`config.mk`:
```
export PLATFORM = sky130hd
export DESIGN_NAME = cs_window_sched
export DESIGN_NICKNAME = d
export VERILOG_FILES = /design/src/rtl/cs_window_sched_pkg.sv /design/src/rtl/cs_window_sched_scan.sv /design/src/rtl/cs_window_sched.sv
export SDC_FILE = /design/constraint.sdc
export NUM_CORES = 1
export LEC_CHECK = 0
export ABC_AREA = 1
export CAP_MARGIN = 40
export CORE_MARGIN = 2
export CORE_UTILIZATION = 40
export CTS_BUF_LIST = sky130_fd_sc_hd__clkbuf_2 sky130_fd_sc_hd__clkbuf_4 sky130_fd_sc_hd__clkbuf_8
export DETAILED_ROUTE_END_ITERATION = 7
export PLACE_DENSITY = 0.51
export SYNTH_ARGS = -nofsm -noshare
export SYNTH_HDL_FRONTEND = slang
export SYNTH_SLANG_ARGS = --single-unit
export TNS_END_PERCENT = 20
```
`constraint.sdc`:
```
create_clock -name clk -period 7.86 [get_ports clk]
set_clock_uncertainty 0.1 [all_clocks]
set_input_delay 2.358 -clock clk [delete_from_list [all_inputs] [get_ports clk]]
set_output_delay 2.358 -clock clk [all_outputs]
set_load 0.005 [all_outputs]
```
`src/rtl/cs_window_sched_pkg.sv`:
```
// Shared types and sizes for the CS approximate-average window scheduler.
package cs_pkg;

  localparam int WIN  = 9;
  localparam int DW   = 8;
  localparam int OW   = 10;
  localparam int SUMW = 12;

  typedef enum logic [1:0] {
    IDLE = 2'd0,
    SCAN = 2'd1,
    CALC = 2'd2,
    OUT  = 2'd3
  } cs_state_t;

endpackage

```
`src/rtl/cs_window_sched_scan.sv`:
```
// Shared compare unit: qualifies one window entry (9*x <= sum) and folds it into the running best.
module cs_scan_unit
  import cs_pkg::*;
(
  input  logic [DW-1:0]   x_i,
  input  logic [SUMW-1:0] sum_i,
  input  logic [DW-1:0]   best_i,
  output logic            qualify_o,
  output logic [DW-1:0]   best_nxt_o
);

  logic [SUMW-1:0] nine_x_s;

  // 9*x as 8x + x keeps the average test free of a divider
  always_comb begin
    nine_x_s   = {1'b0, x_i, 3'b000} + {4'b0000, x_i};
    qualify_o  = (nine_x_s <= sum_i);
    if (qualify_o && (x_i > best_i)) begin
      best_nxt_o = x_i;
    end else begin
      best_nxt_o = best_i;
    end
  end

endmodule

```
`src/rtl/cs_window_sched.sv`:
```
// 9-sample window with running sum and a serial max-below-average scan.
// Optional build macro CS_EARLY_OUT_EN: scan and emit on every accepted sample, even while filling.
module cs_window_sched
  import cs_pkg::*;
(
  input  logic          clk,
  input  logic          reset,
  input  logic          in_valid,
  input  logic [DW-1:0] in_x,
  output logic          in_ready,
  output logic          out_valid,
  output logic [OW-1:0] out_y,
  input  logic          out_ready,
  output logic          win_full,
  output logic          busy
);

`ifdef CS_EARLY_OUT_EN
  localparam bit EARLY_OUT = 1'b1;
`else
  localparam bit EARLY_OUT = 1'b0;
`endif

  cs_state_t       state_q, state_d;
  logic [DW-1:0]   buf_q [WIN];
  logic [SUMW-1:0] sum_q, sum_d;
  logic [3:0]      wp_q, wp_d;
  logic [3:0]      cnt_q, cnt_d;
  logic [3:0]      idx_q, idx_d;
  logic [DW-1:0]   best_q, best_d;
  logic [OW-1:0]   y_q, y_d;

  logic            accept_s;
  logic            qualify_s;
  logic [DW-1:0]   best_nxt_s;
  logic [SUMW-1:0] nine_best_s;
  logic [12:0]     total_s;

  assign in_ready  = (state_q == IDLE) & ~reset;
  assign accept_s  = in_valid & in_ready;
  assign out_valid = (state_q == OUT);
  assign out_y     = y_q;
  assign win_full  = (cnt_q == 4'd9);
  assign busy      = (state_q != IDLE);

  cs_scan_unit u_scan (
    .x_i        (buf_q[idx_q]),
    .sum_i      (sum_q),
    .best_i     (best_q),
    .qualify_o  (qualify_s),
    .best_nxt_o (best_nxt_s)
  );

  assign nine_best_s = {1'b0, best_q, 3'b000} + {4'b0000, best_q};
  assign total_s     = {1'b0, sum_q} + {1'b0, nine_best_s};

  // State register and datapath registers
  always_ff @(posedge clk) begin
    if (reset) begin
      state_q <= IDLE;
      sum_q   <= 12'd0;
      wp_q    <= 4'd0;
      cnt_q   <= 4'd0;
      idx_q   <= 4'd0;
      best_q  <= 8'd0;
      y_q     <= 10'd0;
    end else begin
      state_q <= state_d;
      sum_q   <= sum_d;
      wp_q    <= wp_d;
      cnt_q   <= cnt_d;
      idx_q   <= idx_d;
      best_q  <= best_d;
      y_q     <= y_d;
    end
  end

  // Window buffer: overwrite the oldest entry on each accepted sample
  always_ff @(posedge clk) begin
    if (reset) begin
      for (int i = 0; i < WIN; i++) begin
        buf_q[i] <= 8'd0;
      end
    end else if (accept_s) begin
      buf_q[wp_q] <= in_x;
    end else begin
      buf_q[wp_q] <= buf_q[wp_q];
    end
  end

  // Next-state and datapath update
  always_comb begin
    state_d = state_q;
    sum_d   = sum_q;
    wp_d    = wp_q;
    cnt_d   = cnt_q;
    idx_d   = idx_q;
    best_d  = best_q;
    y_d     = y_q;
    case (state_q)
      IDLE: begin
        if (accept_s) begin
          sum_d = sum_q - {4'b0000, buf_q[wp_q]} + {4'b0000, in_x};
          wp_d  = (wp_q == 4'd8) ? 4'd0 : (wp_q + 4'd1);
          cnt_d = (cnt_q == 4'd9) ? 4'd9 : (cnt_q + 4'd1);
          if ((cnt_d == 4'd9) || EARLY_OUT) begin
            state_d = SCAN;
            idx_d   = 4'd0;
            best_d  = 8'd0;
          end else begin
            state_d = IDLE;
          end
        end else begin
          state_d = IDLE;
        end
      end
      SCAN: begin
        best_d = best_nxt_s;
        if (idx_q == 4'd8) begin
          idx_d   = 4'd0;
          state_d = CALC;
        end else begin
          idx_d   = idx_q + 4'd1;
        end
      end
      CALC: begin
        y_d     = total_s[12:3];
        state_d = OUT;
      end
      OUT: begin
        if (out_ready) begin
          state_d = IDLE;
        end else begin
          state_d = OUT;
        end
      end
      default: begin
        state_d = IDLE;
      end
    endcase
  end

endmodule

```
### Word-level counts from Yosys, hierarchy flattened

Memory sizes are Yosys's and may differ from the RTL's. A register that Yosys moved wholly into a read port is not among the register bits.
Index checks and enable logic that the tools add are counted.
Widths: inputs -> output; s select.

* bits in writable memories: 72
* memories kept: 1
* input port bits: 12
* logic and storage cells: 72
* register bits: 44

* reductions and logical operators: 8
* $lt $le $gt $ge: 2
* add/sub/neg operators: 8
* mux-type cells: 31
* eq/ne operators: 11
* bitwise logic cells: 4

Memory list
* buf_q: depth 9, width 8, rd ports 2, clocked after memory_dff 2, write ports 9, line cs_window_sched.sv:25 `logic [DW-1:0] buf_q [WIN];`

Operators with widths (count)
* $mux 4: 10
* $mux 8: 5
* $add 11x8->12: 2
* $eq 4x4->1 const B: 4
* $pmux 8 s2: 1
* $add 12x12->13: 1
* $add 12x8->12: 1
* $add 4x1->4 const B: 3
* $le 12x12->1: 1
* $sub 12x8->12: 1
* $mux 1: 10
* $gt 8x8->1: 1
* $pmux 2 s4: 1
* $pmux 4 s2: 1
* $reduce_or 8->1: 1
* $mux 2: 3
* $eq 2x2->1 const B: 2
* $ne 2x1->1 const B: 2
* $ne 2x2->1 const B: 2
* $reduce_and 4->1: 1
* $reduce_bool 2->1: 2
* $reduce_and 3->1: 1
* $and 1x1->1: 2
* $eq 2x1->1 const B: 1
* other kinds (5): 5

### Longest topological paths before layout

Gate-level depths: netlist of run 1.

* depth after elaboration: 9
* gate-level depth with buffers: 31

### Cells and area by module

Synthesis of run 1 repeated with hierarchy kept, for this count alone.

* cells, all modules: 1402
* area total of the unflattened synthesis: 11350.9 µm²

By module, submodules not included
* cs_window_sched: instances 1, seq. area each 4884.7 µm², area an instance 10359.9 µm², cells an instance 1243
* cs_scan_unit: instances 1, seq. area each 0.0 µm², area an instance 991.0 µm², cells an instance 159

### Least setup slack after synthesis of run 1

No wires, ideal clock.

* path type: input-to-output
* start: input reset
* end: output in_ready
* arrival: 2.967 ns
* stages: 3
* path slack: 2.435 ns
* path through: clkbuf_1 clkbuf_1 nor2_1

* longest elaborated chain between the ends: 2

Ends and longest elaborated chain
* start: declaration: line cs_window_sched.sv:7 `input logic reset,`
* $not 1->1: line cs_window_sched.sv:39 `assign in_ready = (state_q == IDLE) & ~reset;`
* $and 1x1->1: line cs_window_sched.sv:39
* end: declaration: line cs_window_sched.sv:10 `output logic in_ready,`

Every way passes these cells.

### Worst setup path in the final report of run 1

Ends and elaborated chain as after synthesis.

==> results of run 1 <==
==> final cells by class <==
class,instances,area (um^2)
Multi-Input combinational cell,942,5260
Tap cell,378,473.0
Sequential cell,180,4893
Inverter,200,750.7
Timing Repair Buffer,43,392.9
Clock buffer,24,286.5
Clock inverter,8,126.4
Fill cell,2778,15520
==> sequential cells by signal, indices dropped and copies added, names as in the netlist, named ones only <==
signal,cells
buf_q,128
sum_q,12
out_y,10
best_q,8
cnt_q,4
idx_q,4
wp_q,4
state_q,2
==> where the power goes <==
| group | switching [W] | internal [W] | total, W |
|---|---|---|---|
| sequential | 0.0000502 | 0.00107 | 0.00112 |
| combinational | 0.000578 | 0.000313 | 0.000891 |
| clock | 0.000349 | 0.000342 | 0.000691 |
==> cells in the final DEF (no fill, tap or decap), types with 25 or more instances in the layout <==
cell,n
or2_2,25
a21oi_1,73
nor2_1,157
clkdlybuf4s50_1,25
nand3_1,153
o211ai_1,67
o21ai_0,63
edfxtp_1,128
inv_1,193
dfxtp_1,49
ha_1,58
nand2_1,266
==> worst max-delay path: stages <==
cell             delay [ps]
clkdlybuf4s50_1         450
buf_4                   290
nor2_1                   90
clkdlybuf4s50_1         450
==> kinds of logic after synthesis <==
| family | count (synthesis) | synth area share [%] |
|---|---|---|
| DFF | 180 | 43.55 |
| and+or+nand+nor | 623 | 23.62 |
| xor gates and xnor gates | 16 | 1.249 |
| AOI/OAI and AO/OA | 231 | 13.06 |
| adders and majority gates | 72 | 8.969 |
| buffers and inverters | 263 | 9.549 |
==> metal layers <==
metal  vias up  track usage (%)  share of wire, %
met1      4391            33.42                50
met2       279            33.51                43
met4         0            6.780               2.2
li1       4604                -                 -
met3        39            2.876               5.2
met5         -                0                 0
==> synth_stat cells (all sizes together), types with 7 or more instances <==
cell    count  area, um^2
buf        40       232.7
o21bai      9       112.6
nand2     267        1005
or2        25       156.4
xor2        7       61.31
edfxtp    128        3844
xnor2       9       78.83
a21oi      73       365.4
nor2      158       600.6
o211ai     67       503.0
nor3        9       45.04
dfxtp      52        1041
ha         58       725.7
clkbuf     23       87.58
fa         14       280.3
nand3     154       775.7
inv       199       747.0
o21ai      67       380.4
==> worst paths after layout <==
kind,end,cells after the start
max,in_ready,4
min,out_y[4],2
max reg2reg,best_q[5],27
min reg2reg,out_y[4],2
==> through the flow <==
step / hold WS, ps / utilization [%]
3_5_place_dp: 384.0 / 42.48
6_report: 406.5 / 43.97
4_1_cts: 410.2 / 43.97
2_1_floorplan: 359.9 / -
3_3_place_gp: 379.3 / 42.24
5_1_grt: 447.3 / 43.97
==> out/qor.yml, run 1 <==
grt_pass1_vias: 8633
diodes: 0
syn_inst: 1385
io_pins: 26
cts_sinks: 180
rows: 61
cts-root-buf: "clkbuf_8"
drv_cap: 0
final_max_slew_viol_count: 0
die_area_um2: 29400
syn_area_um2: 11220
via_count: 9313
fin_tns_setup_ps: 0
hold_class: "reg2reg"
cp_max_fo: 21
fmax_ghz: 0.1639
dpl_cell_area_um2: 11770
reg2reg_slack_ps: 2570
grt_start_max_net_pins: 67
min-delay-start: "out_y[4]"
postCtsHoldBufs: 0
dr.pass1.iters: 5
synth_enable_flop_cells: 128
overflow: 0
synth.distinct_cells: 40
criticalPathCategory: "in2out"
dp_cells: 1743
cts-buffers-inserted: 17
cts_tree: "yes"
gp_congestion: 0.8443
finalHoldViolations: 0
fin_crit_sh_pct: 77.62
wl_per_cell_um: 18.06
critPathArrivalTime_ps: 3640
startpoint: "reset"
synthArstFlopShare_pct: 0
cellPowerDensity_nw_per_um2: 221.9
fin_ws_ps: 1759
design_area_um2: 12180
leakagePower_nw: 5.004
setup_violations: 0
routed_via_density: 5.247
final_nets: 1468
ys_seq_area_share_pct: 43.55
port_buffers: 25
clk_pin_slew_worst_paths_ps: 80
grt_usage_pct: 22.34
ys_ff_latch: 180
grt_pass1_wl_um: 49380
syn2layout_area_growth_pct: 8.623
synth_nets: 1469
drive_above_1_share_pct: 6.800
drtIter0Drc: 793
post-place-ws_ps: 1753
antenna_found_initial: 0
yosys_warnings: 0
cts_resized: 0
critical_path.endpoint_type: "output port"
fin_crit_ps: 6101
htree_levels: 4
start_util_pct: 40.48
wl_um: 32060
clock_latency_ps: 480
status: "complete, no violations"
worst_pin_slew_ps: 869.1
post_cts_buffers: 0
die_h_um: 171.5
die_w_um: 171.5
p_total_w: 0.002704
max-slew-margin-rel_pct: 42.06
crit_path_start_kind: "primary input"
synth_ff_type: "edfxtp_1"
ir_drop_v: 0.00009196
avgSynthCellArea_um2: 8.098
rsz0062_at_grt: "no"
worstPathRequired_ps: 5400
drc_errors: 0
clockBufferDepth: 2
core_um2: 27710
final_cells: 1775
place_hpwl_um: 22640
final_antenna_net_count: 0
Note: power is estimated with default switching activity, not from simulation.
==> run 2, diff against run 1 <==
==> constraint.sdc (replaced) <==
create_clock -name clk -period 6.1 [get_ports clk]
set_clock_uncertainty 0.1 [all_clocks]
set_input_delay 1.83 -clock clk [delete_from_list [all_inputs] [get_ports clk]]
set_output_delay 1.83 -clock clk [all_outputs]
set_load 0.005 [all_outputs]
==> run 2 against run 1 <==
Effect of this change: setup slack got worse by 450 ps; critical path depth fell by 1; worst hold slack better by 7.8 ps; final area increased by 0.61%; clock-buffer cell count is 7 lower; sequential power increased by 29%; total power grew 26%; critical path type unchanged; critical endpoint unchanged; largest cell class unchanged.
==> out/qor.yml, run 2 (same netlist as run 1, synthesis figures left out) <==
cpPeakStageDelay_ps: 500  # +50 ps
mostFrequentLayoutCells: "nand2_1 (266), inv_1 (193), nor2_1 (157)"
fin_crit_sh_pct: 78.57
io_pins: 26  # unchanged
largest_register: "buf_q"
status: "complete, no violations"
rows: 61  # unchanged
cp_common_cell: "clkdlybuf4s50_1"
core_um2: 27710  # unchanged
fin_crit_ps: 4793
worst_pin_slew_ps: 852.9  # -16.19 ps
critical_path.endpoint_type: "output port"
crit_path_start_kind: "primary input"
multi_input_area_um2: 5260  # unchanged
critPathSlowestCell: "clkdlybuf4s50_1"
dp_cells: 1750  # +0.40%
clk_pin_slew_worst_paths_ps: 110  # +30 ps
final_antenna_net_count: 0  # unchanged
worstPathRequired_ps: 4170  # -1230 ps
die_w_um: 171.5  # unchanged
dr.pass1.iters: 6  # +1
drive_above_1_share_pct: 7.194  # +0.39 points
final_nets: 1475  # +0.48%
die_h_um: 171.5  # unchanged
ff_latch_area_um2: 4893  # unchanged
wl_um: 32310  # +0.78%
grt_pass1_wl_um: 51600  # +4.5%
worstRegToRegCells: 26  # -3.7%
crit_chain: "clkdlybuf4s50_1, nor2_1, clkdlybuf4s50_1"
syn2layout_area_growth_pct: 9.282
largest_register_ff_count: 128  # unchanged
fmax_ghz: 0.2087
cellPowerDensity_nw_per_um2: 278.9  # +26%
via_count: 9312  # -0.011%
finalHoldViolations: 0  # unchanged
p_total_w: 0.003418  # +26%
criticalPathCategory: "in2out"
grt_start_max_net_pins: 98  # +46%
max-slew-margin-rel_pct: 42.93  # +0.87 points
clockBufferDepth: 2  # unchanged
post_cts_buffers: 0  # unchanged
htree_levels: 4  # unchanged
drv_cap: 0  # unchanged
port_buffers: 25  # unchanged
leakagePower_nw: 5.031  # +0.54%
cp_max_fo: 2  # -90%
cts-buffers-inserted: 17  # unchanged
n_fill_cell: 2756  # -0.79%
gp_congestion: 0.8318  # -1.5%
ir_drop_v: 0.0001005  # +9.3%
drc_errors: 0  # unchanged
setup_violations: 0  # unchanged
postCtsHoldBufs: 0  # unchanged
cts-root-buf: "clkbuf_8"
drtIter0Drc: 759  # -4.3%
final_cells: 1782  # +0.39%
fin_tns_setup_ps: 0  # unchanged
place_hpwl_um: 23500  # +3.8%
diodes: 0  # unchanged
critPathArrivalTime_ps: 2860  # -780 ps
routed_via_density: 5.226  # -0.40%
start_util_pct: 40.48  # unchanged
cts_sinks: 180  # unchanged
grt_pass1_vias: 9168  # +6.2%
layout_commonest_cell: "nand2_1"
hold_depth: 2  # unchanged
rsz0062_at_grt: "no"
final_max_slew_viol_count: 0  # unchanged
hold_class: "reg2reg"
cts_tree: "yes"
overflow: 0  # unchanged
die_area_um2: 29400  # unchanged
wl_per_cell_um: 18.13  # +0.38%
clock_latency_ps: 480  # about the same
antenna_found_initial: 0  # unchanged
cts_resized: 0  # unchanged
grt_usage_pct: 23.23  # +0.89 points
## run 2: final timing paths
path,slack (ps),end,startpoint
min,410,out_y[3],out_y[3]
max reg2reg,1500,best_q[5],flop
min reg2reg,410,out_y[3],out_y[3]
max,1310,in_ready,reset
## run 2: power breakdown
part           switching (W)  internal [W]
sequential         0.0000667       0.00138
combinational       0.000720      0.000413
clock               0.000526      0.000310
## run 2: final cells by class
cell class	instances	share of cell area [%]
Sequential cell	180	39.92
Clock inverter	15	1.266
Multi-Input combinational cell	942	42.92
Tap cell	378	3.859
Clock buffer	17	1.909
Inverter	200	6.125
Timing Repair Buffer	50	4.002
## run 2: layer usage
metal | track usage [%] | routed length [um] | vias up
li1 | - | - | 4621
met1 | 33.24 | 15520 | 4417
met2 | 37.02 | 14640 | 248
met3 | 3.175 | 1644 | 26
met4 | 5.969 | 499 | 0
met5 | 0 | 0 | -
## run 2: critical path, delay by kind of cell
family	cells	cell delay (ps)
AND/OR/NAND/NOR	1	110
buffers and inverters	2	920
## run 2: per-stage QoR
| step | hold slack (ps) | utilization [%] | instance area, um^2 | worst slack (ps) |
|---|---|---|---|---|
| final | 414.2 | 44.24 | 12260 | 1307 |
| after detailed placement | 394.0 | 42.84 | 11870 | 1290 |
| after global placement | 384.4 | 42.40 | 11750 | 1304 |
| after global routing | 467.6 | 44.24 | 12260 | 938.8 |
| after CTS | 423.1 | 44.24 | 12260 | 1288 |
| after floorplan | 359.9 | - | 11220 | 1731 |
==> run 3, diff against run 2 <==
--- a/config.mk
+++ b/config.mk
@@ -11,7 +11,7 @@
 export CORE_UTILIZATION = 40
 export CTS_BUF_LIST = sky130_fd_sc_hd__clkbuf_2 sky130_fd_sc_hd__clkbuf_4 sky130_fd_sc_hd__clkbuf_8
 export DETAILED_ROUTE_END_ITERATION = 7
-export PLACE_DENSITY = 0.51
+export PLACE_DENSITY = 0.54
 export SYNTH_ARGS = -nofsm -noshare
 export SYNTH_HDL_FRONTEND = slang
 export SYNTH_SLANG_ARGS = --single-unit
==> constraint.sdc (replaced) <==
create_clock -name clk -period 4.2 [get_ports clk]
set_clock_uncertainty 0.1 [all_clocks]
set_input_delay 1.26 -clock clk [delete_from_list [all_inputs] [get_ports clk]]
set_output_delay 1.26 -clock clk [all_outputs]
set_load 0.005 [all_outputs]
==> run 3 against run 2 <==
Effect of this change: via count increased by 2.0%; clock power is 50% higher; die area unchanged; clock-buffer cell count did not move; critical path type is now reg2reg; sequential cell count unchanged; total power grew 48%; highest routed layer unchanged; final cell count is 1.9% higher; wire length grew 1.4%; largest power group unchanged; sequential power up 46%; non-clock buffer count grew 34; combinational power rose by 50%.
==> out/qor.yml, run 3 (same netlist as run 1, synthesis figures left out) <==
drive_above_1_share_pct: 10.57  # +3.4 points
cp_max_fo: 16  # +14
final_nets: 1509  # +2.3%
cts-buffers-inserted: 17  # unchanged
critical_path.endpoint_type: "flop"
min_to: "cnt_q[3]"
finalHoldViolations: 0  # unchanged
reg2reg_slack_ps: 300  # -1200 ps
via_count: 9495  # +2.0%
dr.pass1.iters: 6  # unchanged
overflow: 0  # unchanged
postCtsHoldBufs: 0  # unchanged
drc_errors: 0  # unchanged
hold_depth: 2  # unchanged
rows: 61  # unchanged
port_buffers: 25  # unchanged
mostFrequentLayoutCells: "nand2_1 (260), inv_1 (193), nor2_1 (156)"
critPathSlowestCell: "dfxtp_4"
die_w_um: 171.5  # unchanged
grt_pass1_wl_um: 50960  # -1.2%
die_area_um2: 29400  # unchanged
critPathArrivalTime_ps: 4180  # +1320 ps
drtIter0Drc: 735  # -3.2%
fmax_ghz: 0.2564
leakagePower_nw: 5.238  # +4.1%
wl_um: 32770  # +1.4%
routed_via_density: 5.229  # about the same
status: "complete, no violations"
cts_sinks: 180  # unchanged
setup_violations: 0  # unchanged
cpPeakStageDelay_ps: 400  # -100 ps
antenna_found_initial: 0  # unchanged
cellPowerDensity_nw_per_um2: 399.2  # +43%
fin_tns_setup_ps: 0  # unchanged
start_util_pct: 40.48  # unchanged
gp_congestion: 0.8783  # +5.6%
layout_commonest_cell: "nand2_1"
io_pins: 26  # unchanged
criticalPathCategory: "reg2reg"
critPathTopFamily: "simple AND/OR/NAND/NOR gates"
max-slew-margin-rel_pct: 45.89  # +3.0 points
die_h_um: 171.5  # unchanged
clockBufferDepth: 2  # unchanged
hold_class: "reg2reg"
min-delay-start: "cnt_q[3]"
worstRegToRegCells: 29  # +12%
post-place-ws_ps: 193.4  # -1096 ps
worstReg2RegEnd: "best_q[0]"
diodes: 0  # unchanged
place_hpwl_um: 24180  # +2.9%
cts-root-buf: "clkbuf_8"
final_antenna_net_count: 0  # unchanged
crit_buf_inv: 5  # +3
core_um2: 27710  # unchanged
grt_pass1_vias: 9124  # -0.48%
largest_register_ff_count: 128  # unchanged
wl_per_cell_um: 18.04  # -0.46%
htree_levels: 4  # unchanged
clk_pin_slew_worst_paths_ps: 120  # about the same
grt_usage_pct: 22.93  # -0.30 points
fin_ws_ps: 300.0  # -1007 ps
drv_cap: 0  # unchanged
fin_crit_ps: 3900
ir_drop_v: 0.0002008  # +100%
worst_pin_slew_ps: 808.7  # -44.28 ps
crit_path_start_kind: "flop"
grt_start_max_net_pins: 67  # -32%
cp_common_cell: "nand2_1"
final_max_slew_viol_count: 0  # unchanged
clock_latency_ps: 490  # about the same
largest_register: "buf_q"
worstPathRequired_ps: 4480  # +310 ps
syn2layout_area_growth_pct: 12.73
fin_crit_sh_pct: 92.86
cts_tree: "yes"
-- run 3: cell count changes in the layout (fill, tap and decap cells not counted), sizes merged --
| cell | previous run | this run |
|---|---|---|
| inv | 209 | 208 |
| clkinv | 5 | 6 |
| buf | 25 | 59 |
-- run 3: worst register-to-register path, delay by kind of cell, from the launching register on --
kind | cells | cell delay, ps
buffers and inverters | 5 | 560
XOR/XNOR | 1 | 190
AO/OA/AOI/OAI | 2 | 340
AND/OR/NAND/NOR | 19 | 1680
flip-flops | 1 | 400
adder cells (fa/ha/maj) | 2 | 550
-- run 3: metal layers --
| metal | GRT usage, % | wire (um) | vias up |
|---|---|---|---|
| li1 | - | - | 4682 |
| met1 | 32.69 | 15880 | 4530 |
| met2 | 36.32 | 14630 | 244 |
| met3 | 3.336 | 1644 | 39 |
| met4 | 6.338 | 609 | 0 |
| met5 | 0 | 0 | - |
-- run 3: worst max-delay path by stage --
stage                     slack, ps         to  start  depth (start not counted)
after floorplan                 400  best_q[5]   flop                         30
after global placement          270  best_q[5]   flop                         28
after detailed placement        190  best_q[5]   flop                         27
after CTS                       160  best_q[5]   flop                         27
after global routing             -2  best_q[6]   flop                         30
final                           300  best_q[0]   flop                         29
-- run 3: cell type report --
class                      instances  area [um^2]
tap                              378        473.0
timing repair buffer              84        792.0
sequential                       180         4895
clock inverter                    15        172.7
inverter                         200        750.7
multi-input combinational        942         5326
clock buffer                      17        234.0
fill                            2727        15060
-- run 3: power by group --
part	internal [W]	total [W]	leakage [nW]	switching, W
logic	0.000640	0.00169	3.36	0.00105
registers	0.00201	0.00211	1.68	0.000103
clock network	0.000458	0.00125	0.201	0.000790
total	0.00310	0.00505	5.24	0.00194
-- run 3: what timing repair did --
item,CTS,global route
setup endpoints to repair,0,8
resized for setup,0,20
buffers inserted,0,5
-- run 3: per-stage QoR --
step / instance area (um^2) / utilization (%) / std cells / hold WS, ps / power (W)
after floorplan: 11220 / - / 1385 / 359.9 / 0.003336
after global placement: 12110 / 43.70 / 1779 / 381.6 / 0.003793
after detailed placement: 12110 / 43.70 / 1779 / 391.9 / 0.003807
after CTS: 12510 / 45.17 / 1811 / 421.1 / 0.005046
after global routing: 12640 / 45.64 / 1816 / 439.1 / 0.005393
final: 12640 / 45.64 / 1816 / 419.7 / 0.005048
